==> config.mk <==
export PLATFORM = sky130hd
export DESIGN_NAME = snn_current_scheduler_flat
export DESIGN_NICKNAME = d
export VERILOG_FILES = /design/src/rtl/snn_current_scheduler_if.sv /design/src/rtl/snn_current_scheduler.sv /design/src/flat_wrapper.sv
export SDC_FILE = /design/constraint.sdc
export NUM_CORES = 1
export LEC_CHECK = 0
export CAP_MARGIN = 20
export CELL_PAD_IN_SITES_DETAIL_PLACEMENT = 0
export CELL_PAD_IN_SITES_GLOBAL_PLACEMENT = 1
export CORE_MARGIN = 2
export CORE_UTILIZATION = 25
export CTS_CLUSTER_SIZE = 30
export DETAILED_ROUTE_END_ITERATION = 10
export HOLD_SLACK_MARGIN = 0.03
export PLACE_DENSITY = 0.61
export SYNTH_ARGS = -nofsm -noshare
export SYNTH_HDL_FRONTEND = slang
export SYNTH_SLANG_ARGS = --single-unit
==> constraint.sdc <==
create_clock -name clk -period 5.2 [get_ports clk]
set_input_delay 1.04 -clock clk [delete_from_list [all_inputs] [get_ports clk]]
set_output_delay 1.04 -clock clk [all_outputs]
set_load 0.01 [all_outputs]
==> src/rtl/snn_current_scheduler_if.sv <==
// Calculator-side bus of the SNN current scheduler: latched spikes,
// enable and neuron select out, saturated current back.
interface snn_current_scheduler_if #(
    parameter int M     = 24,
    parameter int SEL_W = 3
);
    logic [M-1:0]     spikes_latched;
    logic             calc_enable;
    logic [SEL_W-1:0] neuron_sel;
    logic signed [7:0] calc_current;

    modport master (
        output spikes_latched,
        output calc_enable,
        output neuron_sel,
        input  calc_current
    );

    modport slave (
        input  spikes_latched,
        input  calc_enable,
        input  neuron_sel,
        output calc_current
    );
endinterface

==> src/rtl/snn_current_scheduler.sv <==
// Time-multiplexes one input-current calculator across N neurons,
// collecting one signed 8-bit result per neuron per timestep.
module snn_current_scheduler #(
    parameter int N = 8,
    parameter int M = 24
) (
    input  logic           clk,
    input  logic           reset,
    input  logic           start,
    input  logic [M-1:0]   spikes_in,
    output logic [N*8-1:0] currents,
    output logic           busy,
    output logic           done,
    snn_current_scheduler_if.master calc
);
    localparam int SEL_W = (N > 1) ? $clog2(N) : 1;
    localparam logic [SEL_W-1:0] LAST = SEL_W'(N - 1);

    typedef enum logic [1:0] {
        IDLE,
        ISSUE,
        CAPTURE,
        DONE
    } state_t;

    state_t           state_q;
    state_t           state_d;
    logic [SEL_W-1:0] idx_q;
    logic [M-1:0]     spikes_q;
    logic             calc_en;

    always_ff @(posedge clk or posedge reset) begin
        if (reset) begin
            state_q <= IDLE;
        end else begin
            state_q <= state_d;
        end
    end

    // An all-zero spike vector cannot produce current, so skip the calculator.
    always_comb begin
        state_d = state_q;
        calc_en = 1'b0;
        busy    = 1'b1;
        done    = 1'b0;
        unique case (state_q)
            IDLE: begin
                busy = 1'b0;
                if (start) begin
                    state_d = (spikes_in == '0) ? DONE : ISSUE;
                end
            end
            ISSUE: begin
                calc_en = 1'b1;
                state_d = CAPTURE;
            end
            CAPTURE: begin
                state_d = (idx_q == LAST) ? DONE : ISSUE;
            end
            DONE: begin
                done    = 1'b1;
                state_d = IDLE;
            end
            default: begin
                state_d = IDLE;
            end
        endcase
    end

    always_ff @(posedge clk or posedge reset) begin
        if (reset) begin
            idx_q    <= '0;
            spikes_q <= '0;
            currents <= '0;
        end else begin
            if (state_q == IDLE && start) begin
                spikes_q <= spikes_in;
                idx_q    <= '0;
                if (spikes_in == '0) begin
                    currents <= '0;
                end
            end
            if (state_q == CAPTURE) begin
                for (int n = 0; n < N; n++) begin
                    if (idx_q == SEL_W'(n)) begin
                        currents[n*8 +: 8] <= calc.calc_current;
                    end
                end
                // idx stays on the last neuron until the next accepted start.
                if (idx_q != LAST) begin
                    idx_q <= idx_q + SEL_W'(1);
                end
            end
        end
    end

    assign calc.calc_enable    = calc_en;
    assign calc.neuron_sel     = idx_q;
    assign calc.spikes_latched = spikes_q;
endmodule
==> src/flat_wrapper.sv <==
// flat-port wrapper written by rule: the top's interface ports become plain ports
module snn_current_scheduler_flat 
#(
    parameter int N = 8,
    parameter int M = 24
)
  (clk, reset, start, spikes_in, currents, busy, done, calc_spikes_latched, calc_calc_enable, calc_neuron_sel, calc_calc_current);
  snn_current_scheduler_if #(.M(M)) calc_i ();
  input  logic clk;
  input  logic reset;
  input  logic start;
  input  logic [M-1:0] spikes_in;
  output logic [N*8-1:0] currents;
  output logic busy;
  output logic done;
  output wire logic [$bits(calc_i.spikes_latched)-1:0] calc_spikes_latched;
  output wire logic [$bits(calc_i.calc_enable)-1:0] calc_calc_enable;
  output wire logic [$bits(calc_i.neuron_sel)-1:0] calc_neuron_sel;
  input wire logic [$bits(calc_i.calc_current)-1:0] calc_calc_current;
  assign calc_spikes_latched = calc_i.spikes_latched;
  assign calc_calc_enable = calc_i.calc_enable;
  assign calc_neuron_sel = calc_i.neuron_sel;
  assign calc_i.calc_current = calc_calc_current;
  snn_current_scheduler #(.N(N), .M(M)) u_core (.clk(clk), .reset(reset), .start(start), .spikes_in(spikes_in), .currents(currents), .busy(busy), .done(done), .calc(calc_i));
endmodule
Word level (Yosys, flattened, before mapping)
Cells that the tools add are included.
{"block": "word_totals", "register_bits": 93}
{"block": "classes", "muxes": 21, "reduce_logical": 4, "n_eq_ne": 12, "addsub": 1}
{"operator": "$mux 64", "count": 3}
{"operator": "$mux 8", "count": 8}
{"operator": "$logic_not 24->1", "count": 1}
{"operator": "$eq 3x3->1 const B", "count": 4}
{"operator": "$mux 3", "count": 3}
{"operator": "$pmux 2 s4", "count": 1}
{"operator": "$eq 3x2->1 const B", "count": 2}
{"operator": "$mux 2", "count": 3}
{"operator": "$eq 2x2->1 const B", "count": 2}
{"operator": "$add 3x1->3 const B", "count": 1}
{"operator": "$eq 3x1->1 const B", "count": 1}
{"operator": "$logic_not 3->1", "count": 1}
{"operator": "$mux 1", "count": 3}
{"operator": "$ne 3x3->1 const B", "count": 1}
{"operator": "$eq 2x1->1 const B", "count": 1}
{"operator": "$logic_not 2->1", "count": 1}
{"operator": "$ne 2x2->1 const B", "count": 1}
{"operator": "$logic_and 1x1->1", "count": 1}

Depth between registers and ports, before layout
{"block": "logic_depth", "ltp_word": 5, "mapped_depth": 7, "depth_no_buf": 5}

Worst setup path after synthesis
Ideal clock, no wire load.
{"block": "synth_timing", "kind": "input to register", "from": "input spikes_in[8]", "to": "register u_core.currents[23]", "cell_stages": 5, "setup_time_ns": 0.123, "t_arrival_ns": 1.983, "setup_slack_ns": 3.093, "path_cell_list": "nor4_1 > nand3_2 > nor2_4 > buf_2 > o21ai_1"}
{"block": "synth_between", "elab_chain_cells": 5}
{"element": "start: declaration", "line_no": "flat_wrapper.sv:12", "source": "input logic [M-1:0] spikes_in;"}
{"element": "$logic_not 24->1 *", "line_no": "snn_current_scheduler.sv:79", "source": "if (spikes_in == '0) begin"}
{"element": "$mux 64 *", "line_no": "snn_current_scheduler.sv:79"}
{"element": "$mux 64 *", "line_no": "snn_current_scheduler.sv:76", "source": "if (state_q == IDLE && start) begin"}
{"element": "$mux 8", "line_no": "snn_current_scheduler.sv:85", "source": "if (idx_q == SEL_W'(n)) begin"}
{"element": "$mux 64 *", "line_no": "snn_current_scheduler.sv:83", "source": "if (state_q == CAPTURE) begin"}
{"element": "end signal: indexed assignment", "line_no": "snn_current_scheduler.sv:86", "source": "currents[n*8 +: 8] <= calc.calc_current;"}
{"element": "end: declaration", "line_no": "snn_current_scheduler.sv:11", "source": "output logic [N*8-1:0] currents,"}
Every way passes the cells marked *; elsewhere a longest branch is shown, timed or not.
A chain may end at the register's enable or synchronous reset.

Worst setup path after layout
{"block": "layout_timing", "from": "input spikes_in[13]", "to": "register u_core.currents[9]"}
The elaborated chain is that of the path after synthesis.

==> results.py <==
metrics = {
    "clock_tree": {
        "tritoncts": "done",
        "h-tree-depth": 3,
        "post_cts_resized": 0,
        "clkTransAtPathRegs_ns": 0.06,
        "root_buffer": "clkbuf_16",
        "postCtsSetupRepairBufs": 0,
        "clk_latency_ns": 0.34,
        "hold_buffers": 0,
        "clk_path_buf_depth": 2,
        "cts_sinks": 93,
        "cts-buffers-inserted": 9,
    },
    "detailed_routing": {
        "drt_pass1_iterations": 4,
        "avgRoutedWirePerCell_um": 15.97,
        "vias": 3172,
        "ant_nets": 0,
        "drc": 0,
        "wirelength_mm": 11.55,
        "vias_per_cell": 4.387,
        "first_iter_violations": 160,
    },
    "sta": {
        "drv_slew": 0,
        "final-hold-violation-count": 0,
        "rsz0062_at_grt": "false",
        "fin_crit_sh": 0.5677,
        "worst_pin_slew_ns": 0.7781,
        "finalSetupViolations": 0,
        "layout_setup_ws_ns": 2.248,
        "tns_ns": 0,
        "timing.max_slew.rel_slack": 0.4813,
        "max_freq_mhz": 338.7,
        "finClkSkew_ns": 0.005301,
        "period_minus_slack_ns": 2.952,
    },
    "worst_hold_path": {
        "min_path_type": "reg2reg",
    },
    "final_layout": {
        "diodes": 0,
        "final_nets": 548,
        "syn_to_final_growth_pct": 44.53,
        "fin_cells": 723,
        "layout-drive-gt1-share": 0.09180,
        "fillers": 1542,
    },
    "power_and_ir_drop": {
        "powerDensity_nw_per_um2": 597.1,
        "p_leak_nw": 2.381,
        "ir_worst_vdd_mv": 0.3000,
    },
    "setup_path": {
        "critPathMaxStageDelay_ns": 0.60,
        "cp.required_ns": 5.41,
        "path_class": "in2reg",
        "r2r_setup_slack_ns": 3.21,
        "crit_slowest_cell": "nor2_4",
        "cp_data_arrival_time_ns": 3.16,
        "start_kind": "primary input",
        "crit_path_cell_trace": "clkdlybuf4s50_1, nor4_1, nand3_2, nor2_4, buf_16, o21ai_0",
        "cp_max_fo": 33,
        "endpoint_kind": "register",
    },
    "logic_synthesis": {
        "ys_warn_count": 0,
        "yosysSeqAreaShare": 0.5950,
        "ys_types": 28,
        "synth.area.top_cells": "dfrtp_1 (60%), nand2_1 (13%), mux2_2 (6.9%), o21ai_0 (5.6%), buf_2 (3.2%)",
        "ys_top_cells_by_count": "nand2_1 (132), dfrtp_1 (93), o21ai_0 (44), buf_2 (25), mux2_2 (24)",
        "synth_most_common_cell": "nand2_1",
        "async_flop_share": 1.000,
        "synth_edf_count": 0,
        "yosysTopAreaCellShare": 0.5950,
        "ys_ff_latch": 93,
        "synth_area_leader_cell": "dfrtp_1",
        "synth_cells": 394,
        "synth_nets": 435,
        "synthFlopType": "dfrtp_1",
        "synth_area_um2": 3911,
        "syn_avg_cell_area_um2": 9.927,
    },
    "grt": {
        "track_usage": 0.1429,
        "antenna_found_initial": 0,
        "grt_pass1_wl_mm": 18.00,
        "grt_pass1_vias": 3180,
        "overflow": 0,
        "grt_max_degree": 61,
    },
    "placement": {
        "dp_hpwl_mm": 8.204,
        "io_buffers": 128,
        "dp_slack_ns": 1.892,
        "numPlacedInstances": 707,
        "gp_congestion": 0.7405,
    },
    "floorplan": {
        "start_util": 0.2563,
        "die_w_um": 129.1,
        "die_area_um2": 16660,
        "coreArea_um2": 15260,
        "die_h_um": 129.1,
        "num_rows": 45,
        "io_pins": 129,
    },
    "run_status": {
        "outcome": "finished clean",
    },
    "flow_run": {
        "cap_violations": 0,
    },
}
-- worst max-delay path: cells and delay by family --
kind            cells  cell delay [ns]
simple gates        3             1.29
buf+inv             2             0.69
compound gates      1             0.12
-- cell type report --
type	count	area (µm²)	area share
inverters	6	23.77	0.004205
clock inverters	5	50.05	0.008853
flip-flops and latches	93	2327	0.4117
well taps	211	264.0	0.04670
clock buffers	11	242.7	0.04294
repair buffers	131	1324	0.2342
multi-input cells	266	1421	0.2514
-- cells by family (layout without fill, tap and decap cells) --
kind of cell             Yosys count  in the layout  synth area share
AO/OA/AOI/OAI                     71             71           0.09309
adder cells (fa/ha/maj)            6              6           0.01919
AND/OR/NAND/NOR                  165            165            0.1820
buffers and inverters             35            153           0.04159
multiplexers                      24             24           0.06910
flip-flops                        93             93            0.5950
-- flip-flops by register name (all words and copies together) (netlist names) --
register,flops
u_core.currents,64
u_core.calc.neuron_sel,3
u_core.state_q,2
u_core.calc.spikes_latched,24
-- layer usage --
metal	vias to the layer above	GRT usage	share of wire
met3	12	0.07102	0.093
met1	1529	0.1716	0.42
li1	1519	-	-
met2	112	0.2291	0.47
met4	0	0.03836	0.012
met5	-	0	0
-- path summary, 6_finish.rpt --
| path | from | endpoint | cells after the start |
|---|---|---|---|
| setup / recovery | spikes_in[13] | u_core.currents[9] | 6 |
| hold / removal | u_core.calc.spikes_latched[18] | u_core.calc.spikes_latched[18] | 1 |
| setup reg to reg | u_core.state_q[0] | u_core.currents[9] | 5 |
| hold reg to reg | u_core.calc.spikes_latched[18] | u_core.calc.spikes_latched[18] | 1 |
| max in group asynchronous | reset | u_core.calc.neuron_sel[0] | 3 |
| min in group asynchronous | reset | u_core.calc.spikes_latched[5] | 2 |
-- through the flow --
stage / hold slack [ns] / cell area [µm²] / util / total power [mW]
floorplan: 0.5472 / 3911 / - / 1.884
global placement: 0.4890 / 5333 / 0.3495 / 2.736
detailed placement: 0.4953 / 5360 / 0.3513 / 2.764
CTS: 0.5098 / 5653 / 0.3705 / 3.438
global route: 0.5296 / 5653 / 0.3705 / 3.627
finish: 0.5062 / 5653 / 0.3705 / 3.375
-- power by group --
part / switching, mW / internal, mW
combinational: 0.618 / 0.817
clock: 0.269 / 0.383
sequential: 0.227 / 1.06
total: 1.11 / 2.26
-- cell usage in the layout (no fill, tap or decap), drive strengths merged --
master         netlist  final
a22oi                1      1
inv                  6      5
ha                   6      6
nor2                 2      2
a21oi                2      2
buf                 26      3
clkbuf               3     11
dfrtp               93     93
nor3b                2      2
nand2              132    132
nor2b                2      2
bufinv               0      1
and3                 4      4
clkdlybuf4s50        0    128
nand3                6      6
nor4                 6      6
or3                  1      1
o21bai               1      1
and2                 5      5
o22ai                3      3
nor3                 3      3
nand4                1      1
clkinv               0      5
o21ai               64     64
or2                  1      1
mux2                24     24
Power figures use the tool's default switching activity.
